**src/rtl/dec_2to4.sv**
```systemverilog
// Registered 2-to-4 one-hot decoder with enable, output-valid flag and optional
// per-output hit counters (enabled by defining DEC_HIT_CNT_EN).
module dec_2to4 #(
    parameter  int SEL_W      = 2,
    parameter  int ACTIVE_LOW = 0,
    parameter  int CNT_W      = 8,
    localparam int OUT_W      = 2**SEL_W
) (
    input  logic             clk,
    input  logic             rst,
    input  logic             en,
    input  logic [SEL_W-1:0] s,
    output logic [OUT_W-1:0] I,
    output logic             valid
`ifdef DEC_HIT_CNT_EN
    ,
    output logic [OUT_W*CNT_W-1:0] hit_cnt
`endif
);

    localparam logic [OUT_W-1:0] IDLE = {OUT_W{ACTIVE_LOW != 0}};

    logic [OUT_W-1:0] w_onehot;
    logic [OUT_W-1:0] w_next;
    logic [OUT_W-1:0] r_dec;
    logic             r_valid;

    always_comb begin
        w_onehot    = '0;
        w_onehot[s] = 1'b1;
        if (!en)
            w_next = IDLE;
        else if (ACTIVE_LOW != 0)
            w_next = ~w_onehot;
        else
            w_next = w_onehot;
    end

    always_ff @(posedge clk or posedge rst) begin
        if (rst) begin
            r_dec   <= IDLE;
            r_valid <= 1'b0;
        end else begin
            r_dec   <= w_next;
            r_valid <= en;
        end
    end

    assign I     = r_dec;
    assign valid = r_valid;

`ifdef DEC_HIT_CNT_EN
    logic [CNT_W-1:0] r_hit [OUT_W];

    // Counters stop at all-ones rather than wrapping.
    always_ff @(posedge clk or posedge rst) begin
        if (rst) begin
            for (int k = 0; k < OUT_W; k++)
                r_hit[k] <= '0;
        end else if (en) begin
            for (int k = 0; k < OUT_W; k++)
                if (s == SEL_W'(k) && r_hit[k] != {CNT_W{1'b1}})
                    r_hit[k] <= r_hit[k] + 1'b1;
        end
    end

    for (genvar g = 0; g < OUT_W; g++) begin : g_hit
        assign hit_cnt[g*CNT_W +: CNT_W] = r_hit[g];
    end
`endif

endmodule

```
**config.mk**
```make
export PLATFORM = sky130hd
export DESIGN_NAME = dec_2to4
export DESIGN_NICKNAME = d
export VERILOG_FILES = /design/src/rtl/dec_2to4.sv
export SDC_FILE = /design/constraint.sdc
export NUM_CORES = 1
export LEC_CHECK = 0
export ABC_CLOCK_PERIOD_IN_PS = 800
export CAP_MARGIN = 20
export CORE_AREA = 2 2 39 41
export DETAILED_ROUTE_END_ITERATION = 10
export DIE_AREA = 0 0 41 43
export PLACE_DENSITY_LB_ADDON = 0.15
export SLEW_MARGIN = 25
export SYNTH_ARGS = -nofsm -noshare
export SYNTH_HDL_FRONTEND = slang
export SYNTH_SLANG_ARGS = --single-unit
export TNS_END_PERCENT = 20
```
**constraint.sdc**
```tcl
create_clock -name clk -period 0.8 [get_ports clk]
set_input_delay 0.12 -clock clk [delete_from_list [all_inputs] [get_ports clk]]
set_output_delay 0.12 -clock clk [all_outputs]
set_load 0.02 [all_outputs]
```
==> results.toml <==
[status]
violations = "setup timing"
status = "finished, violations left"

[logic_synthesis]
synth_top_area_cell = "dfrtp_1"
synthTopCellsByArea = "dfrtp_1, and3b_1, nor3b_2"
synth_cell_types = 5
netlist_area_um2 = 166
synth_top_area_share_pct = 75.2
syn-num-nets = 15
ys_seq_elements = 5
ys_warn_count = 0
synth_area_per_cell_um2 = 16.6
synthCells = 10
ys_seq_area_share_pct = 75.2

[sta]
max_freq_mhz = 1170
hold_viol = 0
slew_viol_final = 0
min_period_over_period_pct = 107
setup_viol = 5
tightest_slew_ps = 168
setup_slack_ps = -53.3
relSlewSlack_pct = 88.8
rsz0062_at_grt = "true"
post-route-min-period_ps = 853
hold_slack_ps = 75.0

[clocking]
cts_buffers = 3
cts_htree_levels = 1
cts-root-buf = "clkbuf_4"
clkTransAtPathRegs_ps = 40
cts.path.max_buffers = 2
cts_sinks = 5
hold_buffers = 0
post-cts-setup-buffers = 0
cts_tree = "done"

[routing]
drt-total-wl_um = 271
drt_iter0_drc = 1
vias_per_cell = 3.26
dr_total_vias = 127
wl_per_cell_um = 6.95
drtPass1Iterations = 4
drtAntennaViolNets = 0
drc = 0

[die]
rows = 14
dieArea_um2 = 1760
start_util_pct = 12.0
die_h_um = 43
core_um2 = 1380
die_w_um = 41
io_pins = 10

[placed_design]
portBuffers = 9
placedCellCount = 35
place.gp.congestion = 0.619

[worst_setup_path]
crit_arrival_ps = 730
cpPeakStageDelay_ps = 370
end_kind = "primary output"
crit_family = "flip-flops"
start_kind = "flop"
critical_path.slowest_cell = "dfrtp_1"
path_cells = "buf_6"
required_ps = 680
crit_fanout = 1
path_class = "reg2out"
crit_buf_inv = 1

[cells_and_area]
nets = 29
final_cell_mix = "dfrtp_1, buf_6, clkdlybuf4s50_1"
utilization_pct = 22.3
seq_area_um2 = 125
layout-drive-gt1-share_pct = 43.5
multiInputGateArea_um2 = 37.5
stdcell_count = 39
antenna_cells = 0
fillers = 148
syn_to_final_growth_pct = 85.7

[pwr]
vdd_drop_max_mv = 0.396
p_leak_nw = 0.154
p_per_area_nw_per_um2 = 2020

[min_path]
min_path_type = "in2async"

[flow_run]
maxCapViolations = 0

[global_routing]
grt_pass1_vias = 114
grt_max_degree = 6
grt_use_total_pct = 5.04
gr-total-overflow = 0
grt_pass1_wl_um = 434
antenna_found_initial = 0
-- cells by family after synthesis --
logic type | count (synthesis) | synth area share [%]
buf+inv | 1 | 2.25
flops | 5 | 75.2
simple gates | 4 | 22.6
-- routing by layer --
metal | part of all wire (%) | up-vias | routed length (um) | global-route usage (%)
met5 | 0 | - | 0 | 0
met4 | 13 | 0 | 36 | 12.0
met3 | 14 | 4 | 39 | 3.14
met2 | 35 | 11 | 95 | 4.06
met1 | 37 | 52 | 99 | 4.22
li1 | - | 60 | - | -
-- final cells by class --
type                            count  area share, %
Clock buffer                        4           8.50
Inverter                            1           1.21
Multi-Input combinational cell      4           12.1
Sequential cell                     5           40.5
Tap cell                           16           6.48
Timing Repair Buffer                9           31.2
-- state kept, by name, indices dropped and copies added (netlist names) --
register / cells
I: 4
valid: 1
-- worst max path at each step --
stage	to	cells after the start	startpoint	slack, ps
after global placement	I[3]	1	I[3]	-220
after floorplan	I[0]	0	I[0]	260
after detailed placement	I[3]	1	I[3]	-220
after CTS	I[1]	1	I[1]	-60
after global routing	I[0]	1	I[0]	-90
final	I[1]	1	I[1]	-50
-- report_power, final --
part	internal (W)	switching (W)
sequential	0.000264	0.00000448
combinational	0.0000430	0.0000302
clock	0.000188	0.0000945
total	0.000495	0.000129
-- cells in the mapped netlist --
cell type	instances
nor3b_2	1
and3_2	1
and3b_1	2
inv_1	1
dfrtp_1	5
-- stage by stage --
step                total power (W)  worst slack (ps)  cell area (um2)  setup TNS [ps]
floorplan                  0.000296               264              166               0
finish                     0.000625             -53.3              309            -249
detailed placement         0.000343              -222              277           -1610
global route               0.000676             -85.5              309            -413
global placement           0.000343              -219              277           -1610
CTS                        0.000636             -64.8              303            -312
-- timing repair --
item,CTS,global route
endpoints found under the hold margin,0,0
gates resized for setup,28,2
setup endpoints to repair,5,5
pin swaps,0,0
No activity file was read; power rests on OpenSTA's default activity.
